File: config.mk
export PLATFORM = sky130hd
export DESIGN_NAME = bomb_sequencer
export DESIGN_NICKNAME = d
export VERILOG_FILES = /design/src/rtl/bomb_sequencer.sv
export SDC_FILE = /design/constraint.sdc
export NUM_CORES = 1
export LEC_CHECK = 0
export BUFFER_PORTS_ARGS = -buffer_cell sky130_fd_sc_hd__buf_2
export CORE_ASPECT_RATIO = 1.75
export CORE_MARGIN = 3
export CORE_UTILIZATION = 45
export CTS_CLUSTER_DIAMETER = 150
export DETAILED_ROUTE_END_ITERATION = 7
export PLACE_DENSITY_LB_ADDON = 0.08
export SKIP_LAST_GASP = 1
export SLEW_MARGIN = 20
export SYNTH_ARGS = -nofsm -noshare
export SYNTH_HDL_FRONTEND = slang
export SYNTH_SLANG_ARGS = --single-unit
File: constraint.sdc
create_clock -name clk -period 5.95 [get_ports clk]
set_input_delay 0.2975 -clock clk [delete_from_list [all_inputs] [get_ports clk]]
set_output_delay 0.2975 -clock clk [all_outputs]
set_load 0.005 [all_outputs]
File: src/rtl/bomb_sequencer.sv
// bomb_sequencer: sequences the game bomb's two-digit BCD countdown.
// Arms and loads the countdown, decrements it once per one_sec tick and
// drives the warning, defuse and explosion outputs. The countdown digits
// live here so the display can read them directly.
//
// Optional feature macro: BOMB_SEQUENCER_PAUSE_EN
//   defined   -> adds the 'pause' toggle input and the PAUSED state (5)
//   undefined -> no pause port; encoding 5 is unreachable and recovers to IDLE
//
// Input events (arm, defuse, one_sec, pause) are single-cycle pulses
// sampled on the rising clock edge; there is no backpressure. Every output
// is a register or a direct copy of one, so no input reaches an output
// without passing through a flop.
module bomb_sequencer #(
  parameter int START_SEC     = 30,
  parameter int WARN_SEC      = 5,
  parameter int EXPLODE_TICKS = 3
) (
  input  logic       clk,
  input  logic       reset,
  input  logic       arm,
  input  logic       defuse,
  input  logic       one_sec,
`ifdef BOMB_SEQUENCER_PAUSE_EN
  input  logic       pause,
`endif
  output logic [3:0] digit_tens,
  output logic [3:0] digit_ones,
  output logic [2:0] state_out,
  output logic       bomb_active,
  output logic       warn,
  output logic       explode,
  output logic       defused
);

  typedef enum logic [2:0] {
    S_IDLE    = 3'd0,
    S_LOAD    = 3'd1,
    S_COUNT   = 3'd2,
    S_EXPLODE = 3'd3,
    S_DEFUSED = 3'd4,
    S_PAUSED  = 3'd5
  } state_t;

  localparam logic [3:0] START_TENS = 4'(START_SEC / 10);
  localparam logic [3:0] START_ONES = 4'(START_SEC % 10);
  localparam logic [6:0] WARN_VAL   = 7'(WARN_SEC);
  localparam logic [3:0] LAST_TICK  = 4'(EXPLODE_TICKS - 1);

  state_t     state;
  logic [3:0] tens;
  logic [3:0] ones;
  logic [3:0] tick_cnt;

  state_t     nxt_state;
  logic [3:0] nxt_tens;
  logic [3:0] nxt_ones;
  logic [3:0] nxt_cnt;
  logic [6:0] nxt_value;
  logic       nxt_active;

  // Next-state, next-digit and explode-tick-counter logic.
  always_comb begin
    nxt_state = state;
    nxt_tens  = tens;
    nxt_ones  = ones;
    nxt_cnt   = tick_cnt;
    case (state)
      S_IDLE: begin
        if (arm) nxt_state = S_LOAD;
      end
      S_LOAD: begin
        nxt_tens  = START_TENS;
        nxt_ones  = START_ONES;
        nxt_state = S_COUNT;
      end
      S_COUNT: begin
        if (defuse) begin
          // Defuse wins even over the final tick; digits freeze.
          nxt_state = S_DEFUSED;
`ifdef BOMB_SEQUENCER_PAUSE_EN
        end else if (pause) begin
          nxt_state = S_PAUSED;
`endif
        end else if (one_sec) begin
          if (tens == 4'd0 && ones <= 4'd1) begin
            // Last second gone: show 00 and blow up on the same edge.
            nxt_tens  = 4'd0;
            nxt_ones  = 4'd0;
            nxt_cnt   = 4'd0;
            nxt_state = S_EXPLODE;
          end else if (ones == 4'd0) begin
            nxt_ones = 4'd9;
            nxt_tens = tens - 4'd1;
          end else begin
            nxt_ones = ones - 4'd1;
          end
        end
      end
      S_EXPLODE: begin
        nxt_tens = 4'd0;
        nxt_ones = 4'd0;
        if (one_sec) begin
          if (tick_cnt >= LAST_TICK) begin
            nxt_cnt   = 4'd0;
            nxt_state = S_IDLE;
          end else begin
            nxt_cnt = tick_cnt + 4'd1;
          end
        end
      end
      S_DEFUSED: begin
        if (arm) nxt_state = S_LOAD;
      end
`ifdef BOMB_SEQUENCER_PAUSE_EN
      S_PAUSED: begin
        if (defuse)     nxt_state = S_DEFUSED;
        else if (pause) nxt_state = S_COUNT;
      end
`endif
      default: begin
        // Unused encodings fall back to a clean idle.
        nxt_state = S_IDLE;
        nxt_tens  = 4'd0;
        nxt_ones  = 4'd0;
        nxt_cnt   = 4'd0;
      end
    endcase
  end

  // Binary value of the next digits, used to register warn.
  assign nxt_value = 7'(nxt_tens) * 7'd10 + 7'(nxt_ones);

  // Bomb counts as active while the countdown is live (running or paused).
`ifdef BOMB_SEQUENCER_PAUSE_EN
  assign nxt_active = (nxt_state == S_COUNT) || (nxt_state == S_PAUSED);
`else
  assign nxt_active = (nxt_state == S_COUNT);
`endif

  // State, digits, counter and registered status outputs.
  always_ff @(posedge clk or posedge reset) begin
    if (reset) begin
      state       <= S_IDLE;
      tens        <= 4'd0;
      ones        <= 4'd0;
      tick_cnt    <= 4'd0;
      bomb_active <= 1'b0;
      warn        <= 1'b0;
      explode     <= 1'b0;
      defused     <= 1'b0;
    end else begin
      state       <= nxt_state;
      tens        <= nxt_tens;
      ones        <= nxt_ones;
      tick_cnt    <= nxt_cnt;
      bomb_active <= nxt_active;
      warn        <= nxt_active && (nxt_value <= WARN_VAL);
      explode     <= (nxt_state == S_EXPLODE);
      defused     <= (nxt_state == S_DEFUSED);
    end
  end

  assign digit_tens = tens;
  assign digit_ones = ones;
  assign state_out  = state;

endmodule
== Word-level counts from Yosys, hierarchy flattened ==
Cells that the tools add are included.
Operators by class
  add/sub/neg operators: 4
  $mul: 1
  divide/modulo/power cells: 0
  order comparisons: 3
  equal/unequal tests: 11
  shift-type cells: 0
  muxes and demuxes: 23
  bitwise operators: 1
  reductions and logical operators: 8
Operators with widths (number)
  4-bit two-way mux: 13
  4-bit one-hot mux with 3 select lines: 2
  3-bit two-way mux: 6
  3-bit by 2-bit == test with 1-bit output (second input constant): 4
  3-bit one-hot mux with 4 select lines: 1
  4-bit logical NOT: 2
  2-bit inequality test (second input constant): 4
  4-bit one-hot mux with 2 select lines: 1
  4-bit by 1-bit subtractor with 4-bit output (second input constant): 2
  7-bit by 4-bit adder with 7-bit output: 1
  7-bit by 3-bit less-or-equal comparator with 1-bit output (second input constant): 1
  3-bit == test (second input constant): 2
  4-bit by 3-bit multiplier with 6-bit output (second input constant): 1
  5-bit AND reduction: 1
  4-bit by 1-bit adder with 4-bit output (second input constant): 1
  4-bit by 2-bit greater-or-equal comparator with 1-bit output (second input constant): 1
  4-bit by 1-bit less-or-equal comparator with 1-bit output (second input constant): 1
  3-bit by 1-bit == test with 1-bit output (second input constant): 1
  3-bit logical NOT: 1
  3-bit OR reduction: 1
  1-bit logical AND: 2
  2-bit OR reduction: 1
  1-bit NOT: 1
Storage, ports and cells
  register bits: 19
  latch bits: 0
  memory bits (writable): 0
  bits in read-only memories: 0
  input port bits: 5
  output and inout bits: 15
  word-level logic and storage cells: 59
  memories kept: 0

== Logic depth before layout (Yosys ltp) ==
Gate-level depths: netlist of the first run.
  depth after elaboration: 10
  gate-level depth with buffers: 16

== Least setup slack after synthesis of the first run ==
No wires, ideal clock.
  path kind: register -> register
  from: register state[2], in the netlist state_out[2]
  to: register warn
  library setup time: 0.087 ns
  arrival time: 4.315 ns
  setup slack: 1.548 ns
  cell stages (with the launch flop): 16
  path buffers: 3
  clock period less this slack: 4.402 ns
  path through: dfrtp_1 buf_6 or4b_1 buf_2 or4b_1 nor4_1 a311o_1 ha_1 ha_1 fa_1 clkbuf_1 and3_1 a311oi_1 and3_1 or3_2 a211oi_2
On the way
  cells in the longest elaborated chain, start to end: 7
Ends and longest elaborated chain
  start, declared: RTL line 50  | state_t state;
  start signal, assigned: RTL line 153  | state <= nxt_state;
  3-bit == test / 3-bit logical NOT (equally long branches): RTL line 68  | case (state)
  2-bit OR reduction (no source line)
  4-bit one-hot mux with 3 select lines *: RTL line 68
  via nxt_tens[1]: RTL line 56  | logic [3:0] nxt_tens;
  4-bit by 3-bit multiplier with 6-bit output *: RTL line 132  | assign nxt_value = 7'(nxt_tens) * 7'd10 + 7'(nxt_ones);
  7-bit by 4-bit adder with 7-bit output *: RTL line 132
  7-bit by 3-bit less-or-equal comparator with 1-bit output *: RTL line 158  | warn <= nxt_active && (nxt_value <= WARN_VAL);
  1-bit logical AND *: RTL line 158
  end signal, assigned: RTL line 158
  end, declared: RTL line 31  | output logic warn,
The timed path passes the listed nets; every way through them passes the cells marked *.
A chain may end at the register's enable or synchronous reset.

== Worst setup path after layout of the first run ==
  from: register state[0], in the netlist state_out[0]
  to: register warn
The elaborated chain is that of the path after synthesis.

==> flow_metrics.tcl, run 1 <==
set metrics [dict create \
    drv_cap 0 \
    cellLeakagePower_nw 0.768 \
    power.share.switching_pct 48.0 \
    drc 0 \
    p_sw_mw 0.402 \
    timing.fmax_mhz 211 \
    synth_top_cell_by_area "dfrtp_1" \
    slew_headroom_pct 48.2 \
    gp_congestion 0.827 \
    p_seq_share_pct 28.9 \
    drt_iter0_drc 43 \
    overflow 0 \
    max_stage_delay_ns 0.73 \
    required_ns 6.12 \
    setup_tns_ns 0 \
    synthTopCellsByCount "19 x dfrtp_1, 17 x nand2_1, 15 x inv_1" \
    drt-pass1-iter-count 4 \
    finalHoldViolations 0 \
    syn_to_final_growth_pct 9.62 \
    r2r_start "state_out[0]" \
    die_area_sq_um 4080 \
    min_period_over_period_pct 79.8 \
    diodes 0 \
    clkTransAtPathRegs_ns 0.07 \
    clkPwrFrac_pct 10.6 \
    synth_most_common_cell "dfrtp_1" \
    post_cts_buffers 0 \
    grt.total_usage_pct 20.1 \
    cts_buffer_depth 2 \
    synthFlopType "dfrtp_1" \
    setup_viol 0 \
    cts_htree_levels 1 \
    p_per_area_nw_per_um2 510 \
    layout.nets 204 \
    io_pins 20 \
    grt_pass1_wl_um 6180 \
    status "completed" \
    synth_top_area_share_pct 31.8 \
    synth-seq-cells 19 \
    ant_nets 0 \
    r2r-end "warn" \
    postSynthAreaPerCell_sq_um 8.60 \
    dpl_cell_area_sq_um 1600 \
    cts_buffers 3 \
    synth_edf_count 0 \
    arrival_ns 4.92 \
    async_flop_share_pct 100 \
    synth_area_leaders "dfrtp_1 32%, ha_1 5.9%, a21oi_1 4.7%" \
    rsz0062_at_grt "no" \
    cts_hold_buf 0 \
    place_hpwl_um 3000 \
    wirelength_um 3790 \
    io_buffers 19 \
    period_needed_ns 4.75 \
    routed_via_density 5.89 \
    start_util_pct 47.1 \
    clock_skew_ns 0.00263 \
    hp-class "in -> async" \
    power.internal_mw 0.435 \
    criticalPathCategory "reg -> reg" \
    clock_sinks 19 \
    cts_root_buf "clkbuf_8" \
    vias 1366 \
    worst_slew_pin_slew_ns 0.772 \
    yosysSeqAreaShare_pct 31.8 \
    drv_slew 0 \
    power_mw 0.837 \
    postCtsResizedCells 0 \
    cp_cell_sequence "or4b_1 > or4b_1 > nor4_1 > a311o_1 > ha_1 > ha_1 > fa_1 > and3_1 > a311oi_1 > and3_1 > or3_2 > a211oi_2" \
    p_comb_share_pct 60.6 \
    yosysUniqueCellTypes 50 \
    dieWidth_um 49.6 \
    reg2reg_depth 12 \
    cp-start-kind "register" \
    netlist_area_sq_um 1500 \
    antenna_found_initial 0 \
    reg2reg_slack_ns 1.20 \
    syn_inst 174 \
    clk_latency_ns 0.25 \
    wl_per_cell_um 16.4 \
    std_cell_rows 27 \
    crit_fanout 17 \
    core_area_sq_um 3180 \
    grt_max_degree 20 \
    design_area_sq_um 1640 \
    grt_pass1_vias 1298 \
    syn_nets 188 \
    die_y_um 82.3 \
    cts_tree "built" \
    vdd_drop_max_v 0.000313 \
    worst_path_max_delay_cell "or4b_1" \
    yosysWarnings 0 \
    worstSetupEndpointType "register" \
    drive_gt1_share_pct 18.0 \
]
cell usage in the layout (no fill, tap or decap), drive strengths merged, types with 5 or more instances in the layout:
master and n:
ha 7, inv 15, dfrtp 19, nor4 5
buf 20, nand2 17, nor2 13, nor3 6
a21oi 14, o21ai 11
registers in the layout, indices dropped and copies added, names as in the netlist:
name         cells
warn             1
explode          1
digit_ones       4
defused          1
digit_tens       4
tick_cnt         4
bomb_active      1
state_out        3
worst max path at each step:
| stage | start | to | slack (ns) | cells after the start |
|---|---|---|---|---|
| 2_1_floorplan | state_out[2] | warn | 1.55 | 15 |
| 3_3_place_gp | state_out[0] | warn | 1.36 | 12 |
| 3_5_place_dp | state_out[0] | warn | 1.24 | 12 |
| 4_1_cts | state_out[0] | warn | 1.23 | 12 |
| 5_1_grt | state_out[0] | warn | 0.89 | 12 |
| 6_report | state_out[0] | warn | 1.20 | 12 |
metrics by stage:
step	hold slack, ns	std cells	util, %	worst slack, ns
floorplan	0.249	174	-	1.55
global placement	0.471	228	50.2	1.36
detailed placement	0.474	228	50.2	1.24
CTS	0.202	232	51.7	1.23
global route	0.229	232	51.7	0.893
finish	0.171	232	51.7	1.20
metal layers:
layer | up-vias | track usage, % | part of all wire [%]
li1 | 656 | - | -
met4 | 0 | 11.9 | 4.0
met3 | 12 | 1.26 | 2.3
met5 | - | 0 | 0
met2 | 35 | 38.9 | 56
met1 | 663 | 20.8 | 38
area by class of cell:
type | count | area (sq um)
clock buffers | 4 | 45.0
fillers | 350 | 1540
inverters | 15 | 56.3
multi-input cells | 131 | 907
flip-flops and latches | 19 | 475
well taps | 43 | 53.8
repair buffers | 20 | 103
cells by family (layout without fill, tap and decap cells):
kind of cell / count (synthesis) / after routing / synth area share, %
XOR/XNOR: 5 / 5 / 2.93
AO/OA/AOI/OAI: 47 / 47 / 21.8
adder cells (fa/ha/maj): 9 / 9 / 8.53
AND/OR/NAND/NOR: 70 / 70 / 27.3
buffers and inverters: 24 / 39 / 7.61
flip-flops: 19 / 19 / 31.8
power groups by stage:
stage / registers, mW / clock network, mW / logic (mW)
6_report: 0.242 / 0.0888 / 0.507
5_1_grt: 0.251 / 0.0993 / 0.564
4_1_cts: 0.241 / 0.0914 / 0.509
3_5_place_dp: 0.243 / 0 / 0.506
3_3_place_gp: 0.241 / 0 / 0.502
2_1_floorplan: 0.216 / 0 / 0.406
critical path: cells and delay by family, from the launching register on:
| family | cells | cell delay (ns) |
|---|---|---|
| compound gates | 3 | 0.51 |
| flops | 1 | 0.54 |
| simple gates | 6 | 2.40 |
| fa+ha+maj | 3 | 1.20 |
(Power assumes the default switching activity.)
==> run 2, diff against run 1 <==
==> constraint.sdc (replaced) <==
create_clock -name clk -period 4.6 [get_ports clk]
set_input_delay 0.23 -clock clk [delete_from_list [all_inputs] [get_ports clk]]
set_output_delay 0.23 -clock clk [all_outputs]
set_load 0.005 [all_outputs]
==> flow_metrics.tcl, run 2 (same netlist as run 1, synthesis figures left out) <==
set metrics [dict create \
    status "completed" \
    nFillCells 347 \
    gp_congestion 0.891 \
    clk_latency_ns 0.25 \
    drv_cap 0 \
    cts_hold_buf 0 \
    rsz0062_at_grt "no" \
    cts_buffer_depth 2 \
    cts_tree "built" \
    cellLeakagePower_nw 0.796 \
    routed_via_density 5.71 \
    worst_slew_pin_slew_ns 0.733 \
    overflow 0 \
    die_y_um 82.3 \
    p_sw_mw 0.536 \
    p_comb_share_pct 64.6 \
    r2r_start "state_out[2]" \
    antenna_found_initial 0 \
    diodes 0 \
    layout.nets 210 \
    grt_pass1_vias 1328 \
    mostFrequentLayoutCells "19 x dfrtp_1, 19 x buf_2, 17 x nand2_1, 15 x inv_1, 14 x a21oi_1" \
    setup_tns_ns 0 \
    cts_root_buf "clkbuf_8" \
    power.internal_mw 0.600 \
    start_util_pct 47.1 \
    power.share.switching_pct 47.2 \
    worstSetupEndpointType "register" \
    grt.total_usage_pct 20.3 \
    std_cell_rows 27 \
    timing.fmax_mhz 228 \
    cts_buffers 3 \
    finalHoldViolations 0 \
    die_area_sq_um 4080 \
    design_area_sq_um 1690 \
    reg2reg_depth 12 \
    cp-start-kind "register" \
    io_buffers 19 \
    wl_per_cell_um 16.1 \
    criticalPathCategory "reg -> reg" \
    hp-class "in -> async" \
    drc 0 \
    arrival_ns 4.57 \
    drv_slew 0 \
    vdd_drop_max_v 0.000317 \
    slew_headroom_pct 51.1 \
    drt_iter0_drc 26 \
    setup_viol 0 \
    postCtsResizedCells 0 \
    clkTransAtPathRegs_ns 0.07 \
    grt_pass1_wl_um 6300 \
    cts_htree_levels 1 \
    post_cts_buffers 0 \
    r2r-end "warn" \
    syn_to_final_growth_pct 12.6 \
    period_needed_ns 4.40 \
    dieWidth_um 49.6 \
    clkPwrFrac_pct 10.3 \
    reg2reg_slack_ns 0.20 \
    clock_sinks 19 \
    crit_fanout 11 \
    min_period_over_period_pct 95.6 \
    drive_gt1_share_pct 20.5 \
    final_util_pct 53.1 \
    grt_max_degree 20 \
    io_pins 20 \
    drt-pass1-iter-count 4 \
    required_ns 4.77 \
    p_per_area_nw_per_um2 674 \
    core_area_sq_um 3180 \
    vias 1359 \
    p_seq_share_pct 25.1 \
    place_hpwl_um 3130 \
    wirelength_um 3840 \
    dpl_cell_area_sq_um 1640 \
    ant_nets 0 \
    clock_skew_ns 0.00121 \
]
-- run 2: changes by cell type in the layout (fill, tap and decap cells not counted) --
cell | previous run | this run
buf_4 | 1 | 7
-- run 2: metrics by stage --
| stage | hold WS, ns | worst slack, ns | cells | power [mW] |
|---|---|---|---|---|
| 2_1_floorplan | 0.181 | 0.198 | 174 | 0.805 |
| 5_1_grt | 0.152 | 0.00879 | 238 | 1.23 |
| 4_1_cts | 0.121 | 0.208 | 238 | 1.14 |
| 3_3_place_gp | 0.404 | 0.310 | 234 | 1.01 |
| 3_5_place_dp | 0.395 | 0.220 | 234 | 1.02 |
| 6_report | 0.0872 | 0.204 | 238 | 1.14 |
-- run 2: worst max-delay path: stages, from the launching register on --
cell and delay [ns]:
dfrtp_1 0.49, or4b_1 0.53, or4b_1 0.58, nor4_1 0.21
a311o_1 0.21, ha_1 0.25, ha_1 0.22, fa_1 0.73
xor2_1 0.22, o31a_1 0.14, nand3_1 0.07, or3_2 0.48
a211oi_2 0.18
-- run 2: layout make-up --
type / instances / area, sq um / area share (%)
clock buffers: 4 / 45.0 / 2.67
inverters: 15 / 56.3 / 3.34
multi-input cells: 131 / 907 / 53.8
flip-flops and latches: 19 / 475 / 28.2
well taps: 43 / 53.8 / 3.19
repair buffers: 26 / 148 / 8.76
-- run 2: worst max path at each step --
stage | from | endpoint | cells past startpoint
2_1_floorplan | state_out[2] | warn | 15
3_3_place_gp | digit_tens[0] | warn | 15
3_5_place_dp | state_out[2] | warn | 12
4_1_cts | state_out[2] | warn | 12
5_1_grt | digit_tens[0] | warn | 15
6_report | state_out[2] | warn | 12
-- run 2: power groups by stage --
stage / registers (mW) / clock network [mW] / logic, mW
2_1_floorplan: 0.280 / 0 / 0.526
3_3_place_gp: 0.287 / 0 / 0.725
3_5_place_dp: 0.286 / 0 / 0.736
4_1_cts: 0.284 / 0.120 / 0.739
5_1_grt: 0.294 / 0.129 / 0.810
6_report: 0.285 / 0.118 / 0.734
-- run 2: per-layer routing --
metal	part of all wire [%]	global-route usage, %
met5	0	0
met1	35	21.5
met3	2.7	1.26
met4	3.8	11.1
met2	58	39.4
